**src/rtl/atm_account_bank.sv**
```systemverilog
// atm_account_bank: account register-file (balance, PIN, lock bit) plus a
// per-session PIN authenticator feeding the ATM control FSM. Next-state and
// output decode is combinational; every output is taken from a register.
module atm_account_bank #(
  parameter int balance_width = 20,
  parameter int acct_width    = 3,
  parameter int pin_width     = 16,
  parameter int max_tries     = 3
) (
  input  logic                     clk,
  input  logic                     rst,
  input  logic                     card_in,
  input  logic [acct_width-1:0]    acct_id,
  input  logic                     pin_valid,
  input  logic [pin_width-1:0]     pin,
  input  logic                     op_done,
  input  logic                     error,
  input  logic [balance_width-1:0] balance,
  input  logic                     prog_en,
  input  logic [acct_width-1:0]    prog_acct,
  input  logic [pin_width-1:0]     prog_pin,
  input  logic [balance_width-1:0] prog_balance,
  output logic [balance_width-1:0] current_balance,
  output logic                     wrong_psw,
  output logic                     pin_bad,
  output logic                     locked,
  output logic                     busy
);

  localparam int         NACCT = 2 ** acct_width;
  localparam logic [2:0] MAX_T = 3'(max_tries);

  typedef enum logic [2:0] {S_IDLE, S_LOAD, S_WAIT, S_AUTH, S_LOCK} state_t;

  // account store
  logic [balance_width-1:0] bal_q  [NACCT];
  logic [pin_width-1:0]     pin_q  [NACCT];
  logic [NACCT-1:0]         lock_q;

  // session state
  state_t                   state_q, state_d;
  logic [acct_width-1:0]    acct_q, acct_d;
  logic [2:0]               tries_q, tries_d;
  logic                     card_prev_q;
  logic                     wr_bal, wr_lock;

  // registered outputs
  logic [balance_width-1:0] cur_bal_q, cur_bal_d;
  logic                     wrong_q, wrong_d;
  logic                     pin_bad_q, pin_bad_d;
  logic                     locked_q, locked_d;
  logic                     busy_q, busy_d;

  // Session FSM decode; outputs are derived from the next state so they
  // line up with the state register one edge after the triggering input.
  always_comb begin
    state_d   = state_q;
    acct_d    = acct_q;
    tries_d   = tries_q;
    wr_bal    = 1'b0;
    wr_lock   = 1'b0;
    pin_bad_d = 1'b0;
    case (state_q)
      S_IDLE: begin
        if (card_in && !card_prev_q) begin
          acct_d  = acct_id;
          state_d = S_LOAD;
        end
      end
      S_LOAD: begin
        tries_d = '0;
        if (!card_in)              state_d = S_IDLE;
        else if (lock_q[acct_q])   state_d = S_LOCK;
        else                       state_d = S_WAIT;
      end
      S_WAIT: begin
        if (!card_in) begin
          state_d = S_IDLE;
          tries_d = '0;
        end else if (pin_valid) begin
          if (pin == pin_q[acct_q]) begin
            state_d = S_AUTH;
          end else begin
            pin_bad_d = 1'b1;
            tries_d   = tries_q + 3'd1;
            if (tries_q + 3'd1 == MAX_T) begin
              wr_lock = 1'b1;
              state_d = S_LOCK;
            end
          end
        end
      end
      S_AUTH: begin
        // a commit coinciding with card removal still lands
        wr_bal = op_done && !error;
        if (!card_in) begin
          state_d = S_IDLE;
          tries_d = '0;
        end
      end
      S_LOCK: begin
        if (!card_in) begin
          state_d = S_IDLE;
          tries_d = '0;
        end
      end
      default: state_d = S_IDLE;
    endcase

    busy_d    = (state_d != S_IDLE);
    wrong_d   = (state_d != S_AUTH);
    locked_d  = (state_d == S_LOCK);
    cur_bal_d = '0;
    if (state_d == S_AUTH)
      cur_bal_d = wr_bal ? balance : bal_q[acct_q];
  end

  // State, account store and output registers with synchronous reset
  always_ff @(posedge clk) begin
    if (!rst) begin
      state_q     <= S_IDLE;
      acct_q      <= '0;
      tries_q     <= '0;
      card_prev_q <= 1'b0;
      lock_q      <= '0;
      for (int i = 0; i < NACCT; i++) begin
        bal_q[i] <= '0;
        pin_q[i] <= '0;
      end
      cur_bal_q   <= '0;
      wrong_q     <= 1'b1;
      pin_bad_q   <= 1'b0;
      locked_q    <= 1'b0;
      busy_q      <= 1'b0;
    end else begin
      state_q     <= state_d;
      acct_q      <= acct_d;
      tries_q     <= tries_d;
      card_prev_q <= card_in;
      // admin programming only while no session is open
      if (state_q == S_IDLE && prog_en) begin
        pin_q[prog_acct]  <= prog_pin;
        bal_q[prog_acct]  <= prog_balance;
        lock_q[prog_acct] <= 1'b0;
      end
      if (wr_bal)  bal_q[acct_q]  <= balance;
      if (wr_lock) lock_q[acct_q] <= 1'b1;
      cur_bal_q   <= cur_bal_d;
      wrong_q     <= wrong_d;
      pin_bad_q   <= pin_bad_d;
      locked_q    <= locked_d;
      busy_q      <= busy_d;
    end
  end

  assign current_balance = cur_bal_q;
  assign wrong_psw       = wrong_q;
  assign pin_bad         = pin_bad_q;
  assign locked          = locked_q;
  assign busy            = busy_q;

endmodule

```
**config.mk**
```make
export PLATFORM = sky130hd
export DESIGN_NAME = atm_account_bank
export DESIGN_NICKNAME = d
export VERILOG_FILES = /design/src/rtl/atm_account_bank.sv
export SDC_FILE = /design/constraint.sdc
export NUM_CORES = 1
export LEC_CHECK = 0
export CORE_MARGIN = 3
export CORE_UTILIZATION = 45
export CTS_CLUSTER_SIZE = 24
export DETAILED_ROUTE_END_ITERATION = 7
export PLACE_DENSITY_LB_ADDON = 0.1
export REMOVE_ABC_BUFFERS = 1
export SLEW_MARGIN = 10
export SYNTH_ARGS = -nofsm -noshare
export SYNTH_HDL_FRONTEND = slang
export SYNTH_SLANG_ARGS = --single-unit
```
**constraint.sdc**
```tcl
create_clock -name clk -period 3.5 [get_ports clk]
set_input_delay 0.525 -clock clk [delete_from_list [all_inputs] [get_ports clk]]
set_output_delay 0.525 -clock clk [all_outputs]
set_load 0.005 [all_outputs]
```
==> results of run 1 <==
through the flow:
stage	total power [W]	TNS, ns
floorplan	0.004954	-197.24
global placement	0.005343	0
detailed placement	0.005350	0
CTS	0.008963	0
global route	0.009179	-0.01559
finish	0.008894	0
cells by family after synthesis:
group	after synthesis	share of synthesized area
and+or+nand+nor	431	0.1436
DFF	333	0.6556
AOI/OAI and AO/OA	170	0.09716
buffers and inverters	87	0.02577
muxes	81	0.06950
xor gates and xnor gates	11	0.006614
adders and majority gates	2	0.001718
sequential cells by signal, indices dropped and copies added (netlist names), named ones only:
name / cells
lock_q: 8
locked: 1
state_q: 3
acct_q: 3
card_prev_q: 1
current_balance: 20
wrong_psw: 1
tries_q: 3
pin_bad: 1
bal_q: 160
pin_q: 128
busy: 1
cell usage in the layout (no fill, tap or decap), drive strengths merged, types with 4 or more instances in the layout:
| cell type | count |
|---|---|
| a211oi | 22 |
| a21oi | 7 |
| xnor2 | 4 |
| nand3 | 25 |
| a31o | 8 |
| nand2b | 5 |
| o21ai | 14 |
| edfxtp | 288 |
| o22ai | 4 |
| or4 | 4 |
| nor3b | 5 |
| a221oi | 20 |
| a22o | 22 |
| inv | 16 |
| buf | 79 |
| nor2 | 203 |
| clkdlybuf4s50 | 108 |
| nand2 | 35 |
| mux2i | 64 |
| nor2b | 5 |
| clkbuf | 48 |
| and3 | 10 |
| mux4 | 16 |
| xor2 | 7 |
| and2 | 129 |
| a22oi | 58 |
| clkinv | 11 |
| dfxtp | 45 |
timing repair:
item                                   CTS  global route
endpoints found under the hold margin    0             0
gates resized for setup                  0             3
buffers inserted                         0             0
hold buffers                             0             0
setup endpoints to repair                0             3
report_power, final:
group | total (W) | switching (W) | internal, W
Clock | 0.00363 | 0.00147 | 0.00215
Sequential | 0.00452 | 0.0000576 | 0.00446
Combinational | 0.000745 | 0.000436 | 0.000309
Total | 0.00889 | 0.00197 | 0.00693
per-layer routing:
layer,vias up,routed length [microns]
met5,-,0
met3,59,2310
met2,308,20060
met4,0,754
met1,4798,16200
li1,4450,-
cell type report:
type	instances	area share
inverter	17	0.003601
clock buffer	48	0.05457
timing repair buffer	187	0.09800
clock inverter	14	0.007837
sequential	333	0.5390
tap	402	0.02838
multi-input combinational	696	0.2686
final timing paths:
check / slack (ns) / endpoint / cells after the start
max: 0.20 / current_balance[19] / 9
min: 0.47 / tries_q[2] / 2
max reg2reg: 0.20 / current_balance[19] / 9
min reg2reg: 0.47 / tries_q[2] / 2
worst min-delay path: stages, from the launching register on:
cell and delay, ns:
sky130_fd_sc_hd__dfxtp_1 0.32, sky130_fd_sc_hd__nand2_1 0.05, sky130_fd_sc_hd__o2bb2ai_1 0.06
==> impl_metrics.ini, run 1 <==
[status]
outcome = finished clean

[floorplan]
die_y_microns = 185.9
initial_core_util = 0.4592
floorplan.io_pins = 109
design.die.area_sq_mm = 0.03456
floorplan.rows = 65
design.core.area_sq_mm = 0.03172
floorplan.die.width_microns = 185.9

[layout]
area_occupied_by_multi_input_gates_sq_mm = 0.004760
fillerInstances = 2606
design.final.nets = 1358
syn_to_final_growth_pct = 21.67
fin_util = 0.5587
insertedDiodeCount = 0
finalNonFillerCells = 1697
stdcell_area_sq_mm = 0.01772
register_area_sq_mm = 0.009553
share_of_layout_cells_above_drive_strength_1 = 0.1483

[clock_network]
insertion_delay_ns = 0.52
cts_inserted_buffers = 36
cts_tree = done
clock_tree.buffer_depth = 3
cts-root-buf = sky130_fd_sc_hd__clkbuf_16
cts.sinks = 333
clk_pin_slew_ns = 0.06
htreeDepth = 2

[global_route]
antenna_found_initial = 0
grt_max_degree = 41
grtUsageMet3 = 0.03264
busiest_layer = met2
overflow = 0
grtUsageTotal = 0.2253
grt_pass1_wl_microns = 58170
global_route.usage.met1 = 0.2885
grt_use_met2 = 0.4024
first_global_vias = 9653

[placement]
placement.setup.worst_slack_ns = 0.1166
placed_cells_incl_taps = 1634
place.port_buffers = 108
gp_routability_congestion = 0.7942
placement.cell_area_sq_mm = 0.01659
detailed_place_hpwl_microns = 22710

[critical_path]
critical-path-max-stage-delay_ns = 0.53
critPathBufInv = 1
cpMaxStageDelayCell = sky130_fd_sc_hd__or4_4
worst_path_dominant_cell_family = compound AO/OA/AOI/OAI gates
cp_data_arrival_time_ns = 3.72
startpoint_class_of_the_critical_path = register
crit_path_max_fanout = 11
cp.required_ns = 3.92
cell_by_cell_listing_of_the_critical_path = buf_4, mux4_2, mux2i_1, xor2_1, o221ai_1, or4_4, a211oi_4, o21ai_4, a211oi_1
worstSetupPathType = reg2reg
endpoint_kind = register

[logic_synthesis]
post_synth_inst_count = 1115
yosys_warnings = 0
flip_flop_and_latch_count_after_synthesis = 333
number_of_enable_flip_flop_cells_after_synthesis = 288
synthArstFlopShare = 0
synthDominantAreaCellType = sky130_fd_sc_hd__edfxtp_1
syn-mean-instance-area_sq_um = 13.06
ys_top_cells_by_count = sky130_fd_sc_hd__edfxtp_1, sky130_fd_sc_hd__nor2_1, sky130_fd_sc_hd__and2_1
yosys_most_used_dff = sky130_fd_sc_hd__edfxtp_1
post-synth-top-count-cell = sky130_fd_sc_hd__edfxtp_1
post_synth_instance_area_sq_mm = 0.01457
yosysUniqueCellTypes = 53
biggest_area_contributors_in_the_synthesized_netlist = sky130_fd_sc_hd__edfxtp_1, sky130_fd_sc_hd__dfxtp_1, sky130_fd_sc_hd__and2_1
ys_seq_area_frac = 0.6556
synth_top_area_share = 0.5938

[timing]
post_route_clock_period_utilization = 0.9436
max_freq_mhz = 302.8
slew-limit-headroom = 0.4655
fin_crit_ns = 3.302
hold_slack_ns = 0.4708
final.setup.worst_slack_ns = 0.1975
final-max-slew-violation-count = 0
clock_skew_ns = 0.02429
hold_violations = 0
timing_worst_slew_pin_value_ns = 0.7988
count_of_endpoints_failing_setup_in_the_final_report = 0

[route]
detail_route.vias_per_cell = 5.666
routed-via-count = 9615
route.antenna.remaining_nets = 0
routed_wl_microns = 39330
drtPass1Iterations = 6
drc = 0
drtIter0Drc = 789
route.detailed.wl_per_inst_microns = 23.17

[power_and_ir_drop]
power_density_mw_per_mm2 = 501.9
power.static_leakage_nw = 6.386
power.ir.vdd_worst_mv = 0.2961

[hold_path]
hold_path.startpoint = tries_q[2]
hold_path_class = reg2reg

[job]
max_cap_viol_count = 0
Note: power is estimated with default switching activity, not from simulation.
==> run 2: changes to the inputs <==
CORE_UTILIZATION = 50   (was 45)
SLEW_MARGIN = 30   (was 10)
==> impl_metrics.ini, run 2 (synthesis results as in run 1) <==
[status]
outcome = finished clean

[layout]
syn_to_final_growth_pct = 21.22
design.final.nets = 1359
register_area_sq_mm = 0.009550
share_of_layout_cells_above_drive_strength_1 = 0.1547
stdcell_area_sq_mm = 0.01766
fillerInstances = 2161
largest_register_ffs = 160
most-common-layout-cells = sky130_fd_sc_hd__edfxtp_1, sky130_fd_sc_hd__nor2_1, sky130_fd_sc_hd__and2_1
final_common_cell = sky130_fd_sc_hd__edfxtp_1
finalNonFillerCells = 1678
largest_register = bal_q
area_occupied_by_multi_input_gates_sq_mm = 0.004728

[floorplan]
design.die.area_sq_mm = 0.03121
floorplan.io_pins = 109
floorplan.rows = 61
initial_core_util = 0.5158
die_y_microns = 176.7
design.core.area_sq_mm = 0.02824
floorplan.die.width_microns = 176.7

[power_and_ir_drop]
clkPwrFrac = 0.406
power_density_mw_per_mm2 = 500.3
power_frac_comb = 0.082
power.static_leakage_nw = 6.397
power.sequential.fraction = 0.512
power.ir.vdd_worst_mv = 0.3466
switching_share = 0.2214
p_int_w = 0.006878
power.switching_w = 0.001956

[timing]
rsz0062_at_grt = no
fin_crit_ns = 3.153
hold_violations = 0
max_freq_mhz = 317.1
post_route_clock_period_utilization = 0.9010
count_of_endpoints_failing_setup_in_the_final_report = 0
final_total_negative_setup_slack_ns = 0
clock_skew_ns = 0.02287
slew-limit-headroom = 0.5864
final.setup.worst_slack_ns = 0.3466
timing_worst_slew_pin_value_ns = 0.6204
final-max-slew-violation-count = 0

[clock_network]
cts-root-buf = sky130_fd_sc_hd__clkbuf_16
cts-resized-gates = 0
htreeDepth = 2
clock_tree.buffer_depth = 3
cts.sinks = 333
clk_pin_slew_ns = 0.06
postCtsSetupBuffers = 0
cts_tree = done
cts_inserted_buffers = 36
postCtsHoldBufs = 0
insertion_delay_ns = 0.52

[route]
routed_wl_microns = 36910
route.detailed.wl_per_inst_microns = 21.99
drtIter0Drc = 796
routed-via-count = 9517
drc = 0
drtPass1Iterations = 5
route.antenna.remaining_nets = 0
detail_route.vias_per_cell = 5.672

[placement]
placement.setup.worst_slack_ns = 0.2788
detailed_place_hpwl_microns = 22080
place.port_buffers = 108
placement.cell_area_sq_mm = 0.01653
gp_routability_congestion = 0.7961
placed_cells_incl_taps = 1612

[critical_path]
startpoint_class_of_the_critical_path = register
endpoint_kind = register
crit_path_max_fanout = 21
worstSetupPathType = reg2reg
cp.required_ns = 3.93
cp_data_arrival_time_ns = 3.59

[hold_path]
hold_path_class = reg2reg

[global_route]
grtUsageTotal = 0.2392
overflow = 0
grt_max_degree = 41
grt_pass1_wl_microns = 56590
first_global_vias = 9635
antenna_found_initial = 1

[job]
max_cap_viol_count = 0
-- run 2: cell count changes in the layout (fill, tap and decap cells not counted), moves of 2 or more --
cell | before | now
sky130_fd_sc_hd__buf_4 | 74 | 79
sky130_fd_sc_hd__clkinv_2 | 3 | 6
sky130_fd_sc_hd__bufinv_16 | 3 | 1
sky130_fd_sc_hd__o21ai_4 | 2 | 0
sky130_fd_sc_hd__buf_12 | 5 | 2
sky130_fd_sc_hd__clkinv_1 | 8 | 4
sky130_fd_sc_hd__inv_6 | 0 | 2
sky130_fd_sc_hd__clkbuf_8 | 0 | 4
-- run 2: final cells by class --
cell class	count	share of cell area
diodes	1	0.0001417
clock buffers	51	0.05769
clock inverters	14	0.005953
inverters	17	0.003614
multi-input cells	695	0.2678
flip-flops and latches	333	0.5409
well taps	378	0.02679
repair buffers	189	0.09709
-- run 2: worst max-delay path, stage by stage (launching register included) --
cell	delay [ns]
sky130_fd_sc_hd__dfxtp_1	0.66
sky130_fd_sc_hd__buf_4	0.24
sky130_fd_sc_hd__mux4_2	0.28
sky130_fd_sc_hd__mux2i_1	0.31
sky130_fd_sc_hd__xor2_1	0.17
sky130_fd_sc_hd__o221ai_1	0.20
sky130_fd_sc_hd__or4_4	0.53
sky130_fd_sc_hd__a211oi_2	0.20
sky130_fd_sc_hd__o21ai_2	0.11
sky130_fd_sc_hd__buf_12	0.17
sky130_fd_sc_hd__a211oi_1	0.17
-- run 2: metal layers --
metal	global-route usage	up-vias	part of all wire
met2	0.4226	335	0.51
met4	0.07594	0	0.029
li1	-	4446	-
met5	0	-	0
met1	0.3102	4660	0.41
met3	0.02874	76	0.055
-- run 2: path summary, 6_finish.rpt --
path | start | to | slack, ns | cells after the start
hold reg to reg | tries_q[2] | tries_q[2] | 0.47 | 2
setup / recovery | register | current_balance[19] | 0.35 | 10
hold / removal | tries_q[2] | tries_q[2] | 0.47 | 2
setup reg to reg | register | current_balance[19] | 0.35 | 10
-- run 2: through the flow --
| stage | hold WS (ns) | power (W) | util |
|---|---|---|---|
| floorplan | 0.4498 | 0.004954 | - |
| global placement | 0.4750 | 0.005323 | 0.5853 |
| detailed placement | 0.4653 | 0.005334 | 0.5853 |
| CTS | 0.4741 | 0.008895 | 0.6251 |
| global route | 0.4938 | 0.009122 | 0.6252 |
| finish | 0.4735 | 0.008833 | 0.6252 |
-- run 2: power by group through the flow --
stage | Sequential [W] | Combinational [W] | Clock [W]
2_1_floorplan | 0.00460 | 0.000350 | 0
3_5_place_dp | 0.00461 | 0.000725 | 0
5_1_grt | 0.00454 | 0.000780 | 0.00380
4_1_cts | 0.00453 | 0.000730 | 0.00364
3_3_place_gp | 0.00460 | 0.000720 | 0
6_report | 0.00452 | 0.000724 | 0.00359
==> run 3: changes to the inputs <==
ABC_AREA = 1   (was unset)
CELL_PAD_IN_SITES_DETAIL_PLACEMENT = 0   (was unset)
CELL_PAD_IN_SITES_GLOBAL_PLACEMENT = 2   (was unset)
CORE_UTILIZATION = 38   (was 50)
SKIP_LAST_GASP = 1   (was unset)
==> impl_metrics.ini, run 3 <==
[status]
outcome = finished clean

[logic_synthesis]
yosysUniqueCellTypes = 37
post-synth-top-count-cell = sky130_fd_sc_hd__nor2_1
synth_top_area_share = 0.5740
number_of_enable_flip_flop_cells_after_synthesis = 288
synthArstFlopShare = 0
ys_top_cells_by_count = sky130_fd_sc_hd__nor2_1, sky130_fd_sc_hd__nand2_1, sky130_fd_sc_hd__edfxtp_1
yosys_most_used_dff = sky130_fd_sc_hd__edfxtp_1
syn-mean-instance-area_sq_um = 9.596
ys_seq_area_frac = 0.6338
synthDominantAreaCellType = sky130_fd_sc_hd__edfxtp_1
flip_flop_and_latch_count_after_synthesis = 333
post_synth_instance_area_sq_mm = 0.01507
biggest_area_contributors_in_the_synthesized_netlist = sky130_fd_sc_hd__edfxtp_1, sky130_fd_sc_hd__nor2_1, sky130_fd_sc_hd__nand2_1
yosys_warnings = 0
post_synth_inst_count = 1570

[clock_network]
htreeDepth = 2
cts-root-buf = sky130_fd_sc_hd__clkbuf_16
cts.sinks = 333
cts-resized-gates = 0
clock_tree.buffer_depth = 3
postCtsSetupBuffers = 0
postCtsHoldBufs = 0
insertion_delay_ns = 0.53
clk_pin_slew_ns = 0.06
cts_inserted_buffers = 38
cts_tree = done

[job]
max_cap_viol_count = 0

[layout]
fillerInstances = 3800
stdcell_area_sq_mm = 0.01825
syn_to_final_growth_pct = 21.11
largest_register_ffs = 160
most-common-layout-cells = sky130_fd_sc_hd__nor2_1, sky130_fd_sc_hd__nand2_1, sky130_fd_sc_hd__edfxtp_1
register_area_sq_mm = 0.009550
final_common_cell = sky130_fd_sc_hd__nor2_1
share_of_layout_cells_above_drive_strength_1 = 0.09915
largest_register = bal_q
design.final.nets = 1813
area_occupied_by_multi_input_gates_sq_mm = 0.004469
insertedDiodeCount = 0

[global_route]
first_global_vias = 10684
grt_max_degree = 70
overflow = 0
grt_pass1_wl_microns = 64510
antenna_found_initial = 0
grtUsageTotal = 0.2041

[placement]
placement.cell_area_sq_mm = 0.01712
place.port_buffers = 108
gp_routability_congestion = 0.8361
detailed_place_hpwl_microns = 27070

[timing]
rsz0062_at_grt = no
timing_worst_slew_pin_value_ns = 0.9799
hold_violations = 0
post_route_clock_period_utilization = 0.7888
final_total_negative_setup_slack_ns = 0
max_freq_mhz = 362.2
fin_crit_ns = 2.761
clock_skew_ns = 0.02105
final-max-slew-violation-count = 0
count_of_endpoints_failing_setup_in_the_final_report = 0
slew-limit-headroom = 0.3460

[power_and_ir_drop]
power.static_leakage_nw = 7.448
power.switching_w = 0.002284
clkPwrFrac = 0.396
total_power_w = 0.009170
power.sequential.fraction = 0.495
power_density_mw_per_mm2 = 502.6
p_int_w = 0.006887
power_frac_comb = 0.109
power.ir.vdd_worst_mv = 0.2650
switching_share = 0.2490

[route]
routed_wl_microns = 43000
drc = 0
drtPass1Iterations = 5
drtIter0Drc = 783
detail_route.vias_per_cell = 4.908
route.detailed.wl_per_inst_microns = 18.92
routed-via-count = 11155
route.antenna.remaining_nets = 0

[floorplan]
design.die.area_sq_mm = 0.04207
floorplan.rows = 72
floorplan.die.width_microns = 205.1
design.core.area_sq_mm = 0.03892
initial_core_util = 0.3871
floorplan.io_pins = 109
die_y_microns = 205.1

[critical_path]
cp.required_ns = 3.96
startpoint_class_of_the_critical_path = register
worstSetupPathType = reg2reg
cp_data_arrival_time_ns = 3.22
endpoint_kind = register
crit_path_max_fanout = 26

[hold_path]
hold_path_class = reg2reg
run 3: cell count changes in the layout (fill, tap and decap cells not counted), sizes merged, moves of 33 or more:
cell and change:
a22oi -33, and2 -129, nor2 +167, nand3 +78, inv +168, mux2i -44
nand2 +291
run 3: layout make-up:
class,instances,share of cell area
Clock buffer,47,0.05513
Timing Repair Buffer,191,0.09614
Tap cell,518,0.03552
Inverter,186,0.03840
Multi-Input combinational cell,976,0.2449
Sequential cell,333,0.5234
Clock inverter,22,0.006446
run 3: final timing paths:
check	start	to	slack [ns]	cells past startpoint
worst max-delay path	register	current_balance[1]	0.74	19
worst min-delay path	lock_q[0]	lock_q[0]	0.47	2
worst max register to register	register	current_balance[1]	0.74	19
worst min register to register	lock_q[0]	lock_q[0]	0.47	2
run 3: power by group through the flow:
| stage | registers, W | logic, W | clock network (W) |
|---|---|---|---|
| floorplan | 0.00463 | 0.000525 | 0 |
| global placement | 0.00462 | 0.00101 | 0 |
| detailed placement | 0.00463 | 0.00101 | 0 |
| CTS | 0.00454 | 0.00102 | 0.00371 |
| global route | 0.00456 | 0.00111 | 0.00387 |
| finish | 0.00454 | 0.000997 | 0.00363 |
run 3: logic make-up (layout without fill, tap and decap cells):
group | after synthesis | after routing | synth area share
multiplexers | 20 | 20 | 0.01329
AO/OA/AOI/OAI | 119 | 119 | 0.05282
buffers and inverters | 261 | 446 | 0.07076
flip-flops | 333 | 333 | 0.6338
AND/OR/NAND/NOR | 834 | 834 | 0.2271
adder cells (fa/ha/maj) | 2 | 2 | 0.001661
XOR/XNOR | 1 | 1 | 0.0005815
run 3: metrics by stage:
stage	cells	util	hold slack [ns]	setup WS [ns]
after floorplan	1495	-	0.4462	-0.09447
after global placement	2204	0.4400	0.4529	0.4618
after detailed placement	2204	0.4400	0.4582	0.3967
after CTS	2273	0.4688	0.4662	0.6910
after global routing	2273	0.4688	0.4799	0.4594
final	2273	0.4688	0.4660	0.7392
run 3: worst max-delay path: stages, from the launching register on:
cell	delay [ns]
sky130_fd_sc_hd__dfxtp_2	0.34
sky130_fd_sc_hd__inv_4	0.28
sky130_fd_sc_hd__buf_4	0.26
sky130_fd_sc_hd__nand2_1	0.06
sky130_fd_sc_hd__nand2_1	0.06
sky130_fd_sc_hd__nand2_1	0.05
sky130_fd_sc_hd__nand3_1	0.10
sky130_fd_sc_hd__nand2_1	0.07
sky130_fd_sc_hd__nand2_1	0.05
sky130_fd_sc_hd__nand2_1	0.05
sky130_fd_sc_hd__nor2_1	0.17
sky130_fd_sc_hd__nand2_1	0.09
sky130_fd_sc_hd__nor2_2	0.22
sky130_fd_sc_hd__nand2_1	0.13
sky130_fd_sc_hd__nand3_1	0.11
sky130_fd_sc_hd__nand2_1	0.06
sky130_fd_sc_hd__nand2_1	0.13
sky130_fd_sc_hd__nand3_2	0.09
sky130_fd_sc_hd__buf_4	0.22
sky130_fd_sc_hd__nor2_2	0.10
run 3: metal layers:
metal | up-vias | part of all wire | GRT usage | wire (microns)
met4 | 0 | 0.024 | 0.05736 | 1052
met3 | 70 | 0.046 | 0.02670 | 1997
met2 | 262 | 0.50 | 0.3580 | 21550
li1 | 5489 | - | - | -
met5 | - | 0 | 0 | 0
met1 | 5334 | 0.43 | 0.2658 | 18400
